## src/rtl/regfile_wr_arbiter_if.sv

```systemverilog
// Writeback bus between the two requesters (ALU, load unit) and the register-file
// write arbiter; the arbiter side uses the slave modport.
interface regfile_wr_arbiter_if #(
    parameter int DATA_WIDTH = 4,
    parameter int REG_WIDTH  = 5
);
    logic                  req0_valid;
    logic [REG_WIDTH-1:0]  req0_addr;
    logic [DATA_WIDTH-1:0] req0_data;
    logic                  req0_ready;
    logic                  req1_valid;
    logic [REG_WIDTH-1:0]  req1_addr;
    logic [DATA_WIDTH-1:0] req1_data;
    logic                  req1_ready;
    logic                  wen;
    logic [REG_WIDTH-1:0]  wr_addr;
    logic [DATA_WIDTH-1:0] wr_data;
    logic                  stall;
    logic [7:0]            conflict_cnt;

    modport master (
        output req0_valid, req0_addr, req0_data, req1_valid, req1_addr, req1_data,
        input  req0_ready, req1_ready, wen, wr_addr, wr_data, stall, conflict_cnt
    );

    modport slave (
        input  req0_valid, req0_addr, req0_data, req1_valid, req1_addr, req1_data,
        output req0_ready, req1_ready, wen, wr_addr, wr_data, stall, conflict_cnt
    );
endinterface

```

## src/rtl/regfile_wr_arbiter.sv

```systemverilog
// Two-slot register-file writeback arbiter with registered write port.
// Optional macro ROUND_ROBIN_EN selects round-robin arbitration; default is slot-1 priority.
module regfile_wr_arbiter #(
    parameter int DATA_WIDTH = 4,
    parameter int REG_WIDTH  = 5
) (
    input  logic                 clk,
    input  logic                 rst_n,
    regfile_wr_arbiter_if.slave  bus
);
    logic                  full0_q, full0_d, full1_q, full1_d;
    logic [REG_WIDTH-1:0]  addr0_q, addr0_d, addr1_q, addr1_d;
    logic [DATA_WIDTH-1:0] data0_q, data0_d, data1_q, data1_d;
    logic                  wen_q, wen_d;
    logic [REG_WIDTH-1:0]  wr_addr_q, wr_addr_d;
    logic [DATA_WIDTH-1:0] wr_data_q, wr_data_d;
    logic [7:0]            cnt_q, cnt_d;
    logic                  grant0_s, grant1_s, stall_s;
`ifdef ROUND_ROBIN_EN
    logic                  last_grant_q, last_grant_d;
`endif

    assign stall_s          = full0_q & full1_q;
    assign bus.req0_ready   = ~full0_q | grant0_s;
    assign bus.req1_ready   = ~full1_q | grant1_s;
    assign bus.stall        = stall_s;
    assign bus.wen          = wen_q;
    assign bus.wr_addr      = wr_addr_q;
    assign bus.wr_data      = wr_data_q;
    assign bus.conflict_cnt = cnt_q;

    // Grant selection: one full slot wins per cycle.
    always_comb begin
        grant0_s = 1'b0;
        grant1_s = 1'b0;
        if (full0_q && full1_q) begin
`ifdef ROUND_ROBIN_EN
            if (last_grant_q) begin
                grant0_s = 1'b1;
            end else begin
                grant1_s = 1'b1;
            end
`else
            grant1_s = 1'b1;
`endif
        end else if (full0_q) begin
            grant0_s = 1'b1;
        end else if (full1_q) begin
            grant1_s = 1'b1;
        end else begin
            grant0_s = 1'b0;
            grant1_s = 1'b0;
        end
    end

    // Next state for slots, write port and conflict counter.
    always_comb begin
        full0_d   = full0_q;
        addr0_d   = addr0_q;
        data0_d   = data0_q;
        full1_d   = full1_q;
        addr1_d   = addr1_q;
        data1_d   = data1_q;
        wen_d     = grant0_s | grant1_s;
        wr_addr_d = wr_addr_q;
        wr_data_d = wr_data_q;
        cnt_d     = cnt_q;

        if (grant1_s) begin
            wr_addr_d = addr1_q;
            wr_data_d = data1_q;
        end else if (grant0_s) begin
            wr_addr_d = addr0_q;
            wr_data_d = data0_q;
        end else begin
            wr_addr_d = wr_addr_q;
            wr_data_d = wr_data_q;
        end

        // A refill at the grant edge takes precedence over clearing the slot.
        if (bus.req0_valid && bus.req0_ready) begin
            full0_d = 1'b1;
            addr0_d = bus.req0_addr;
            data0_d = bus.req0_data;
        end else if (grant0_s) begin
            full0_d = 1'b0;
        end else begin
            full0_d = full0_q;
        end

        if (bus.req1_valid && bus.req1_ready) begin
            full1_d = 1'b1;
            addr1_d = bus.req1_addr;
            data1_d = bus.req1_data;
        end else if (grant1_s) begin
            full1_d = 1'b0;
        end else begin
            full1_d = full1_q;
        end

        if (stall_s && (cnt_q != 8'd255)) begin
            cnt_d = cnt_q + 8'd1;
        end else begin
            cnt_d = cnt_q;
        end
    end

    // State registers.
    always_ff @(posedge clk or negedge rst_n) begin
        if (!rst_n) begin
            full0_q   <= 1'b0;
            addr0_q   <= {REG_WIDTH{1'b0}};
            data0_q   <= {DATA_WIDTH{1'b0}};
            full1_q   <= 1'b0;
            addr1_q   <= {REG_WIDTH{1'b0}};
            data1_q   <= {DATA_WIDTH{1'b0}};
            wen_q     <= 1'b0;
            wr_addr_q <= {REG_WIDTH{1'b0}};
            wr_data_q <= {DATA_WIDTH{1'b0}};
            cnt_q     <= 8'd0;
        end else begin
            full0_q   <= full0_d;
            addr0_q   <= addr0_d;
            data0_q   <= data0_d;
            full1_q   <= full1_d;
            addr1_q   <= addr1_d;
            data1_q   <= data1_d;
            wen_q     <= wen_d;
            wr_addr_q <= wr_addr_d;
            wr_data_q <= wr_data_d;
            cnt_q     <= cnt_d;
        end
    end

`ifdef ROUND_ROBIN_EN
    // Most recent grant; reset value 1 hands the first contended grant to slot 0.
    always_comb begin
        if (grant0_s) begin
            last_grant_d = 1'b0;
        end else if (grant1_s) begin
            last_grant_d = 1'b1;
        end else begin
            last_grant_d = last_grant_q;
        end
    end

    // Last-grant register.
    always_ff @(posedge clk or negedge rst_n) begin
        if (!rst_n) begin
            last_grant_q <= 1'b1;
        end else begin
            last_grant_q <= last_grant_d;
        end
    end
`endif
endmodule

```

## src/flat_wrapper.sv

```systemverilog
// flat-port wrapper written by rule: the top's interface ports become plain ports
module regfile_wr_arbiter_flat 
#(
    parameter int DATA_WIDTH = 4,
    parameter int REG_WIDTH  = 5
)
  (clk, rst_n, bus_req0_valid, bus_req0_addr, bus_req0_data, bus_req1_valid, bus_req1_addr, bus_req1_data, bus_req0_ready, bus_req1_ready, bus_wen, bus_wr_addr, bus_wr_data, bus_stall, bus_conflict_cnt);
  regfile_wr_arbiter_if #(.DATA_WIDTH(DATA_WIDTH), .REG_WIDTH(REG_WIDTH)) bus_i ();
  input  logic clk;
  input  logic rst_n;
  input wire logic [$bits(bus_i.req0_valid)-1:0] bus_req0_valid;
  input wire logic [$bits(bus_i.req0_addr)-1:0] bus_req0_addr;
  input wire logic [$bits(bus_i.req0_data)-1:0] bus_req0_data;
  input wire logic [$bits(bus_i.req1_valid)-1:0] bus_req1_valid;
  input wire logic [$bits(bus_i.req1_addr)-1:0] bus_req1_addr;
  input wire logic [$bits(bus_i.req1_data)-1:0] bus_req1_data;
  output wire logic [$bits(bus_i.req0_ready)-1:0] bus_req0_ready;
  output wire logic [$bits(bus_i.req1_ready)-1:0] bus_req1_ready;
  output wire logic [$bits(bus_i.wen)-1:0] bus_wen;
  output wire logic [$bits(bus_i.wr_addr)-1:0] bus_wr_addr;
  output wire logic [$bits(bus_i.wr_data)-1:0] bus_wr_data;
  output wire logic [$bits(bus_i.stall)-1:0] bus_stall;
  output wire logic [$bits(bus_i.conflict_cnt)-1:0] bus_conflict_cnt;
  assign bus_i.req0_valid = bus_req0_valid;
  assign bus_i.req0_addr = bus_req0_addr;
  assign bus_i.req0_data = bus_req0_data;
  assign bus_i.req1_valid = bus_req1_valid;
  assign bus_i.req1_addr = bus_req1_addr;
  assign bus_i.req1_data = bus_req1_data;
  assign bus_req0_ready = bus_i.req0_ready;
  assign bus_req1_ready = bus_i.req1_ready;
  assign bus_wen = bus_i.wen;
  assign bus_wr_addr = bus_i.wr_addr;
  assign bus_wr_data = bus_i.wr_data;
  assign bus_stall = bus_i.stall;
  assign bus_conflict_cnt = bus_i.conflict_cnt;
  regfile_wr_arbiter #(.DATA_WIDTH(DATA_WIDTH), .REG_WIDTH(REG_WIDTH)) u_core (.clk(clk), .rst_n(rst_n), .bus(bus_i));
endmodule
```

## config.mk

```make
export PLATFORM = sky130hd
export DESIGN_NAME = regfile_wr_arbiter_flat
export DESIGN_NICKNAME = d
export VERILOG_FILES = /design/src/rtl/regfile_wr_arbiter_if.sv /design/src/rtl/regfile_wr_arbiter.sv /design/src/flat_wrapper.sv
export SDC_FILE = /design/constraint.sdc
export NUM_CORES = 1
export LEC_CHECK = 0
export CAP_MARGIN = 15
export CORE_UTILIZATION = 30
export DETAILED_ROUTE_END_ITERATION = 6
export GPL_TIMING_DRIVEN = 0
export SLEW_MARGIN = 20
export SYNTH_ARGS = -nofsm -noshare
export SYNTH_HDL_FRONTEND = slang
export SYNTH_SLANG_ARGS = --single-unit
```

## constraint.sdc

```tcl
create_clock -name clk -period 2.8 [get_ports clk]
set_input_delay 0.28 -clock clk [delete_from_list [all_inputs] [get_ports clk]]
set_output_delay 0.28 -clock clk [all_outputs]
set_load 0.02 [all_outputs]
```

==> reports/qor.yml <==
final_layout:
  drive_gt1_share_pct: 21.64
  syn_to_final_growth_pct: 37.41
  diodes: 0
  fillers: 516
  fin_nets: 193
global_routing:
  grt_overflow_total: 0
  antenna_found_initial: 0
  gr-usage-all-layers_pct: 12.93
  grt_max_degree: 34
  first_global_vias: 1158
  grt_first_pass_wirelength_um: 5437
yosys:
  synth_area_leaders: "dfrtp_1, mux2_4, mux2_2"
  synth_cell_type_count: 30
  postSynthAreaPerCell_um2: 13.35
  synth_edf_count: 0
  synth_warnings: 0
  syn_area_um2: 1615
  synth_most_common_cell: "dfrtp_1"
  synthTopCellsByCount: "dfrtp_1, mux2_2, mux2_4, mux2i_1, nand2_1"
  synthCells: 121
  syn_nets: 144
  async_reset_ff_share_pct: 100.0
  synth-seq-cells: 38
  yosys.area.top_type: "dfrtp_1"
  netlist.area_leader.share_pct: 58.87
  seq_area_frac_synth_pct: 58.87
  synth_ff_type: "dfrtp_1"
clock_tree:
  clock_sinks: 38
  clk_path_buf_depth: 2
  post_cts_buffers: 0
  clkTransAtPathRegs_ns: 0.07
  htreeDepth: 2
  cts_root_buffer: "clkbuf_8"
  clk_latency_ns: 0.28
  cts_tree: "done"
  cts_made_buffers: 5
floorplanning:
  die_w_um: 75.38
  die_h_um: 75.38
  rows: 26
  initial_utilization_pct: 31.43
  die-area_um2: 5681
  fp.coreArea_um2: 5140
  ios: 43
pwr:
  pwr-share-seq_pct: 47.7
  power_switching_mw: 0.4776
  ir_worst_vdd_v: 0.0003729
  total_power_mw: 1.568
  leakage_nw: 0.9662
  power.share.clock_pct: 24.0
  internal-power_mw: 1.090
  powerDensity_nw_per_um2: 706.4
  p_sw_share_pct: 30.46
  combinationalPowerShare_pct: 28.3
placement:
  dpl.hpwl_um: 2375
  io_buffers: 40
  gp_congestion: 0.8583
setup_path:
  cp_slowest_stage_delay_ns: 0.61
  rrSetupSlack_ns: 1.29
  cp_top_family: "buffers and inverters"
  r2r_cells: 4
  cp_num_buf_inv: 2
  crit_path_start_kind: "flip-flop"
  crit_required_ns: 2.52
  path_cells: "nand2_2, inv_2, clkdlybuf4s50_1"
  regToRegEndpoint: "u_core.bus.conflict_cnt[1]"
  rr_startpoint: "u_core.bus.conflict_cnt[0]"
  arrival_ns: 1.50
  worst_setup_path_end_kind: "primary output"
  crit_type: "reg2out"
  critPathSlowestCell: "clkdlybuf4s50_1"
  crit_fanout: 4
route:
  antenna_left: 0
  drtIter0Drc: 34
  wl_per_cell_um: 13.37
  avgViaCountPerCell: 4.606
  drc_errors: 0
  vias: 1110
  totalWireLength_um: 3223
  drt_pre_antenna_iters: 4
sta:
  min_period_ns: 1.775
  drv_slew: 0
  setup_viol: 0
  min_period_over_period_pct: 63.40
  max_freq_mhz: 563.4
  hold_viol: 0
  fin_skew_ns: 0.006411
  fin_setup_tns_ns: 0
  rsz0062_at_grt: "false"
min_path:
  hold_end: "u_core.full1_q"
  hold_depth: 2
  hp-start: "bus_req1_valid"
  hold_path.class: "in2reg"
job:
  maxCapViolCount: 0
outcome:
  status: "finished, final reports clean"
-- logic make-up (layout without fill, tap and decap cells) --
kind of cell    Yosys count  in the layout  share of synthesized area, %
simple gates             24             24                         7.747
buf+inv                   8             58                         2.788
compound gates           16             16                         5.809
flops                    38             38                         58.87
xor+xnor                  4              4                         2.169
mux                      29             29                         21.61
other cells               1              1                        0.2322
fa+ha+maj                 1              1                        0.7745
-- sequential cells by signal (all words and copies together), names as in the netlist --
| signal | flops |
|---|---|
| u_core.addr0_q | 5 |
| u_core.addr1_q | 5 |
| u_core.bus.conflict_cnt | 8 |
| u_core.bus.wen | 1 |
| u_core.bus.wr_addr | 5 |
| u_core.bus.wr_data | 4 |
| u_core.data0_q | 4 |
| u_core.data1_q | 4 |
| u_core.full0_q | 1 |
| u_core.full1_q | 1 |
-- through the flow --
step                      hold WS (ns)  utilization [%]  setup WS (ns)  std cells  instance area [um2]
after CTS                       0.3211            43.18          1.002        241                 2220
final                           0.3305            43.18          1.025        241                 2220
after detailed placement        0.1257            41.21          1.273        232                 2118
after global placement          0.4713            40.92         0.5909        231                 2103
after floorplan               -0.01559                -          1.278        121                 1615
after global routing            0.3536            43.18         0.9467        241                 2220
-- cells in the final DEF (no fill, tap or decap), types with 2 or more instances in the layout --
cell	count
clkdlybuf4s50_1	39
dfrtp_1	38
mux2_2	10
mux2_4	9
mux2i_1	9
nand2_1	9
o21ai_0	8
clkbuf_8	6
buf_2	4
xnor2_1	4
nand4_1	3
clkbuf_1	3
nand2b_1	2
nand3_1	2
nor2_1	2
and4_1	2
o211ai_1	2
a21oi_1	2
-- worst max path at each step --
stage	slack, ns	cells after the start	startpoint	endpoint
global route	0.95	3	u_core.full1_q	bus_stall
CTS	1.00	3	u_core.full1_q	bus_stall
floorplan	1.28	4	u_core.bus.conflict_cnt[0]	u_core.bus.conflict_cnt[1]
detailed placement	1.27	4	bus_req0_valid	u_core.data0_q[0]
finish	1.02	3	u_core.full1_q	bus_stall
global placement	0.59	1	rst_n	u_core.addr1_q[2]
-- worst register-to-register path: stages, from the launching register on --
cell and delay, ns:
dfrtp_1 0.45, ha_1 0.25, nand3_1 0.16, o21ai_2 0.19, mux2_1 0.34
-- layer usage --
| metal | vias up | GRT usage (%) | routed length, um |
|---|---|---|---|
| li1 | 522 | - | - |
| met2 | 39 | 20.14 | 1560 |
| met1 | 542 | 17.52 | 1444 |
| met3 | 7 | 3.175 | 178 |
| met4 | 0 | 4.938 | 40 |
| met5 | - | 0 | 0 |
-- power groups by stage --
stage / Clock [mW] / Combinational [mW] / Sequential (mW)
after floorplan: 0 / 0.166 / 0.814
after global placement: 0 / 0.436 / 0.753
after detailed placement: 0 / 0.447 / 0.759
after CTS: 0.392 / 0.451 / 0.748
after global routing: 0.416 / 0.483 / 0.764
final: 0.376 / 0.444 / 0.748
-- timing repair --
action                                 in CTS  in global routing
hold buffers                                1                  0
resized for setup                           0                  0
endpoints found under the hold margin       5                  0
-- final cells by class --
| type | count | area [um2] | share of cell area [%] |
|---|---|---|---|
| Clock inverter | 1 | 5.005 | 0.2255 |
| Multi-Input combinational cell | 75 | 619.3 | 27.90 |
| Buffer | 7 | 41.29 | 1.860 |
| Clock buffer | 7 | 86.33 | 3.890 |
| Timing Repair Buffer | 42 | 425.4 | 19.17 |
| Tap cell | 70 | 87.58 | 3.946 |
| Inverter | 1 | 3.754 | 0.1691 |
| Sequential cell | 38 | 950.9 | 42.84 |
Note: power is estimated with default switching activity, not from simulation.
==> edit 1 (same flow settings) <==
Add a define of `ROUND_ROBIN_EN`.
--- a/src/rtl/regfile_wr_arbiter.sv
+++ b/src/rtl/regfile_wr_arbiter.sv
@@ -1,4 +1,6 @@
 // Two-slot register-file writeback arbiter with registered write port.
 // Optional macro ROUND_ROBIN_EN selects round-robin arbitration; default is slot-1 priority.
+`define ROUND_ROBIN_EN
+
 module regfile_wr_arbiter #(
     parameter int DATA_WIDTH = 4,
Behaviour: not the same (a bounded check fails within 4 cycles, from zero or initial values and one cycle with rst_n low).
==> edit 1 against the unedited design <==
Sequential cell count grew 1; area after synthesis is 5.4% higher; worst setup slack worse by 0.23 ns; synthesized cell count up 5.0%; via count rose by 8.7%; utilization is 0.45 points lower; wire length up 13%; design area grew 5.4%; first-iteration DRC count up 50%; critical path depth up 2; worst hold slack improved by 0.065 ns; critical path type unchanged; critical endpoint is now bus_req0_ready.
Power is not compared: it rests on default switching activity, and its combinational part moved more than twofold at a synthesized area within 25%.
==> edit 1: results (changes against the unedited design) <==
----------------------------------------------------
[Status]
  Result of the run ... complete, no violations (unchanged)

[STA]
  Worst clock skew ... 0.003731 ns (was 0.006411 ns)
  Worst-margin pin slew ... 0.4680 ns

[Clock tree]
  Buffers inserted during post-CTS setup optimization ... 0 (unchanged)
  Clk root buf ... sky130_fd_sc_hd__clkbuf_8 (unchanged)
  Worst skew pair latency ... 0.29 ns
  Clock Path Buffers ... 2 (unchanged)

[Worst hold path]
  Type of the worst min-delay path ... input pin to async pin (was input pin to register)

[Critical path]
  Max stage delay cell, worst path ... sky130_fd_sc_hd__clkdlybuf4s50_1 (unchanged)
  Critical Path Fanout Max ... 7 (was 4)
  End of the worst register-to-register path ... u_core.bus.conflict_cnt[1] (unchanged)
  Register-to-Register Setup Slack ... 1.18 ns (was 1.29 ns)
  Worst reg2reg path depth ... 4 (unchanged)
  Critical path data arrival time ... 1.72 ns (was 1.50 ns)

[Global route]
  Largest net degree at the start of global routing ... 30 (was 34)
  Via count of the first global-routing pass ... 1,311 (was 1,158)
  Global-route wire length before repair ... 6223 µm (was 5437 µm)
  Global routing usage summed across all routing layers ... 0.1363 (was 0.1293)

[Route]
  Routed wire length ... 3656 µm (was 3223 µm)
  Starting DRC count in detailed routing ... 51 (was 34)
  Detailed-routing iteration count for the pre-antenna-repair pass ... 4 (unchanged)
  Vias after detailed routing ... 1,207 (was 1,110)

[Yosys]
  Leading post-synthesis cells by cell area ... sky130_fd_sc_hd__dfrtp_1, sky130_fd_sc_hd__mux2_2, sky130_fd_sc_hd__a211o_1 (was sky130_fd_sc_hd__dfrtp_1, sky130_fd_sc_hd__mux2_4, sky130_fd_sc_hd__mux2_2)
  Post-synth top cells ... sky130_fd_sc_hd__dfrtp_1, sky130_fd_sc_hd__mux2_2, sky130_fd_sc_hd__a211o_1, sky130_fd_sc_hd__nor2b_1, sky130_fd_sc_hd__o221a_2 (was sky130_fd_sc_hd__dfrtp_1, sky130_fd_sc_hd__mux2_2, sky130_fd_sc_hd__mux2_4, sky130_fd_sc_hd__mux2i_1, sky130_fd_sc_hd__nand2_1)
  Share of synthesized area occupied by flip-flops and latches ... 0.5738 (was 0.5887)
  Net Count, Synth ... 150 (was 144)
  Number of unique standard cell types used by synthesis ... 26 (was 30)

[Placed design]
  Final GP Congestion ... 0.8145 (was 0.8583)
  DP HPWL ... 2651 µm (was 2375 µm)
  Total of buffers placed on input and output ports ... 42 (was 40)
  Placement-stage cell area ... 2228 µm² (was 2118 µm²)

[Power]
  Static leakage ... 0.9535 nW

[Cells and area]
  Share of layout cells above drive strength 1 ... 0.2514 (was 0.2164)
  Layout Nets ... 201 (was 193)
  Fillers ... 518 (was 516)

----------------------------------------------------
==> edit 1: cell types whose count changed in the layout (fill, tap and decap cells not counted), sizes merged, moves of 3 or more <==
| cell | before | now |
|---|---|---|
| a211o | 0 | 9 |
| mux2i | 9 | 0 |
| nor2b | 0 | 9 |
| o221a | 0 | 9 |
| o21ai | 10 | 4 |
| nand2 | 10 | 6 |
| mux2 | 20 | 23 |
==> edit 1: how the worst max path moves through the flow <==
stage | start | cells after the start | slack [ns] | end
finish | u_core.full0_q | 5 | 0.80 | bus_req0_ready
global route | u_core.full0_q | 5 | 0.70 | bus_req0_ready
CTS | u_core.full0_q | 5 | 0.79 | bus_req0_ready
detailed placement | u_core.full0_q | 5 | 1.11 | bus_req0_ready
global placement | rst_n | 1 | 0.56 | u_core.addr0_q[1]
floorplan | u_core.bus.conflict_cnt[0] | 4 | 1.24 | u_core.bus.conflict_cnt[1]
==> edit 1: layout make-up <==
| type | count | area [µm²] | area share |
|---|---|---|---|
| inverter | 2 | 7.507 | 0.003210 |
| multi-input combinational | 81 | 695.7 | 0.2975 |
| sequential | 39 | 977.2 | 0.4179 |
| tap | 72 | 90.09 | 0.03852 |
| clock buffer | 8 | 100.1 | 0.04280 |
| timing repair buffer | 44 | 445.4 | 0.1905 |
| buffer | 5 | 22.52 | 0.009631 |
==> edit 1: metal layers <==
metal / GRT usage / part of all wire / vias up
met3: 0.04353 / 0.065 / 6
met5: 0 / 0 / -
met1: 0.1750 / 0.45 / 590
met2: 0.2159 / 0.47 / 41
li1: - / - / 570
met4: 0.04717 / 0.015 / 0
==> edit 1: cell families after synthesis <==
| family | after synthesis | synth area share |
|---|---|---|
| DFF | 39 | 0.5738 |
| and+or+nand+nor | 31 | 0.1051 |
| AOI/OAI and AO/OA | 23 | 0.1286 |
| muxes | 23 | 0.1521 |
| buffers and inverters | 7 | 0.01763 |
| xor gates and xnor gates | 3 | 0.01543 |
| adders and majority gates | 1 | 0.007346 |
==> edit 1: repair_timing <==
| action | CTS | global route |
|---|---|---|
| hold endpoints to repair | 10 | 0 |
| hold buffers | 1 | 0 |
| resized for setup | 0 | 0 |
==> edit 1: through the flow <==
stage          setup slack [ns]  utilization  cells  hold WS (ns)
6_report                 0.7991       0.4273    251        0.3956
5_1_grt                  0.6959       0.4273    251        0.4344
4_1_cts                  0.7899       0.4273    251        0.3976
3_5_place_dp              1.110       0.4072    242        0.1770
3_3_place_gp             0.5558       0.4044    241        0.4937
2_1_floorplan             1.243            -    127      -0.01559
==> edit 1: power breakdown <==
group	total (W)	internal (W)	switching (W)
clock	0.000410	0.000225	0.000185
combinational	0.000908	0.000491	0.000417
sequential	0.000922	0.000764	0.000158
total	0.00224	0.00148	0.000760
==> edit 2 (same settings) <==
Made on the original files. `DATA_WIDTH` is set to 4 in 3 places; all go to 6.
--- a/src/rtl/regfile_wr_arbiter_if.sv
+++ b/src/rtl/regfile_wr_arbiter_if.sv
@@ -2,5 +2,5 @@
 // write arbiter; the arbiter side uses the slave modport.
 interface regfile_wr_arbiter_if #(
-    parameter int DATA_WIDTH = 4,
+    parameter int DATA_WIDTH = 6,
     parameter int REG_WIDTH  = 5
 );
--- a/src/rtl/regfile_wr_arbiter.sv
+++ b/src/rtl/regfile_wr_arbiter.sv
@@ -2,5 +2,5 @@
 // Optional macro ROUND_ROBIN_EN selects round-robin arbitration; default is slot-1 priority.
 module regfile_wr_arbiter #(
-    parameter int DATA_WIDTH = 4,
+    parameter int DATA_WIDTH = 6,
     parameter int REG_WIDTH  = 5
 ) (
--- a/src/flat_wrapper.sv
+++ b/src/flat_wrapper.sv
@@ -2,5 +2,5 @@
 module regfile_wr_arbiter_flat 
 #(
-    parameter int DATA_WIDTH = 4,
+    parameter int DATA_WIDTH = 6,
     parameter int REG_WIDTH  = 5
 )
Ports: changed (resized bus_req0_data, bus_req1_data and bus_wr_data); port bits go from 43 to 49. No check against the original RTL was run, so the function may have changed too.
==> edit 2 against the unedited design <==
Count of clock-buffer cells in the layout down 2; sequential cell count grew 6; wire length up 8.9%; area after synthesis is 15% higher; worst setup slack lost 0.16 ns; design area grew 17%; total power is 27% higher; critical path type unchanged; critical endpoint unchanged; largest cell class unchanged; largest power group unchanged.
==> edit 2: results (changes against the unedited design) <==
----------------------------------------------------
[Power]
  Static leakage ... 1.139 nW (was 0.9662 nW)
  Max VDD drop ... 0.3707 mV (was 0.3729 mV)

[Route]
  Average vias per placed instance ... 4.437 (was 4.606)
  Routed wire length ... 3511 µm (was 3223 µm)

[Yosys]
  Share of synthesized area spent on multiplexers ... 0.2254 (was 0.2161)
  Leading post-synthesis cells by cell area ... sky130_fd_sc_hd__dfrtp_1, sky130_fd_sc_hd__mux2_2, sky130_fd_sc_hd__mux2_4 (was sky130_fd_sc_hd__dfrtp_1, sky130_fd_sc_hd__mux2_4, sky130_fd_sc_hd__mux2_2)
  Net Count, Synth ... 165 (was 144)
  Synthesis-stage register bit count ... 44 (was 38)
  Adder and majority gate portion of the synthesized area ... 0.006748 (was 0.007746)
  XOR/XNOR Fraction of Synth Area ... 0.01889 (was 0.02169)
  Share of synthesized area occupied by flip-flops and latches ... 0.5938 (was 0.5887)
  Post-synth top cells ... sky130_fd_sc_hd__dfrtp_1, sky130_fd_sc_hd__mux2_2, sky130_fd_sc_hd__mux2i_1, sky130_fd_sc_hd__nand2_1, sky130_fd_sc_hd__o21ai_0 (was sky130_fd_sc_hd__dfrtp_1, sky130_fd_sc_hd__mux2_2, sky130_fd_sc_hd__mux2_4, sky130_fd_sc_hd__mux2i_1, sky130_fd_sc_hd__nand2_1)
  Number of unique standard cell types used by synthesis ... 28 (was 30)
  Synthesized netlist cell count ... 138 (was 121)

[Placed design]
  Placement-stage cell area ... 2434 µm² (was 2118 µm²)
  Total of buffers placed on input and output ports ... 47 (was 40)
  Post-Place Setup Slack ... 1.173 ns (was 1.273 ns)
  Final GP Congestion ... 0.7397 (was 0.8583)
  Placed insts ... 261 (was 232)

[Cells and area]
  Share of layout cells above drive strength 1 ... 0.2154 (was 0.2164)
  Fillers ... 571 (was 516)
  Layout Nets ... 221 (was 193)

[Worst hold path]
  Type of the worst min-delay path ... input pin to async pin (was input pin to register)

[Global route]
  Via count of the first global-routing pass ... 1,265 (was 1,158)
  Largest net degree at the start of global routing ... 29 (was 34)
  Global-route wire length before repair ... 6154 µm (was 5437 µm)

[STA]
  Worst clock skew ... 0.009944 ns (was 0.006411 ns)
  WHS ... 0.4525 ns (was 0.3305 ns)

[Critical path]
  Critical path data arrival time ... 1.65 ns (was 1.50 ns)
  Critical Path Fanout Max ... 8 (was 4)

[Clock tree]
  Clock-pin slew on the worst setup and hold paths ... 0.08 ns
  Clk root buf ... sky130_fd_sc_hd__clkbuf_8 (unchanged)

[Status]
  Result of the run ... complete, no violations (unchanged)

----------------------------------------------------
## edit 2: changes by cell type in the layout (fill, tap and decap cells not counted), sizes merged, moves of 2 or more
| cell | change |
|---|---|
| clkdlybuf4s50 | +7 |
| dfrtp | +6 |
| mux2 | +4 |
| bufinv | +3 |
| mux2i | +2 |
| nand2 | +2 |
| o21ai | +2 |
## edit 2: area by class of cell
cell class | instances | area [µm²] | area share
inverter | 1 | 3.754 | 0.001442
clock buffer | 5 | 68.82 | 0.02644
timing repair buffer | 49 | 495.5 | 0.1904
clock inverter | 3 | 90.09 | 0.03462
sequential | 44 | 1101 | 0.4231
tap | 75 | 93.84 | 0.03606
buffer | 8 | 45.04 | 0.01731
multi-input combinational | 85 | 704.4 | 0.2707
## edit 2: per-layer routing
| metal | part of all wire | up-vias | track usage |
|---|---|---|---|
| met4 | 0.0077 | 0 | 0.05357 |
| met3 | 0.048 | 2 | 0.04773 |
| met2 | 0.45 | 31 | 0.1780 |
| met1 | 0.50 | 573 | 0.1793 |
| met5 | 0 | - | 0 |
| li1 | - | 592 | - |
## edit 2: worst max path at each step
stage / cells past startpoint / start / end / slack, ns
6_report: 3 / u_core.full1_q / bus_stall / 0.87
5_1_grt: 3 / u_core.full1_q / bus_stall / 0.76
4_1_cts: 3 / u_core.full1_q / bus_stall / 0.84
3_5_place_dp: 3 / u_core.full1_q / bus_stall / 1.17
3_3_place_gp: 1 / rst_n / u_core.addr1_q[4] / 0.22
2_1_floorplan: 4 / u_core.bus.conflict_cnt[0] / u_core.bus.conflict_cnt[1] / 1.24
## edit 2: power by group through the flow
| stage | Sequential [W] | Clock (W) | Combinational (W) |
|---|---|---|---|
| floorplan | 0.000923 | 0 | 0.000186 |
| global placement | 0.000861 | 0 | 0.000480 |
| detailed placement | 0.000867 | 0 | 0.000489 |
| CTS | 0.000856 | 0.000678 | 0.000490 |
| global route | 0.000874 | 0.000714 | 0.000529 |
| finish | 0.000854 | 0.000656 | 0.000482 |
## edit 2: kinds of logic after synthesis
logic type      count (synthesis)
xor+xnor                        4
fa+ha+maj                       1
simple gates                   26
buf+inv                         9
other cells                     1
flops                          44
mux                            35
compound gates                 18
## edit 2: what timing repair did
action                                 CTS  global route
hold buffers                             1             0
gates resized for setup                  0             0
setup endpoints to repair                0             0
endpoints found under the hold margin   16             0
## edit 2: worst max-delay path: stages, from the launching register on
cell and delay, ns:
sky130_fd_sc_hd__dfrtp_1 0.50, sky130_fd_sc_hd__nand2_2 0.12, sky130_fd_sc_hd__inv_1 0.13, sky130_fd_sc_hd__clkdlybuf4s50_1 0.62
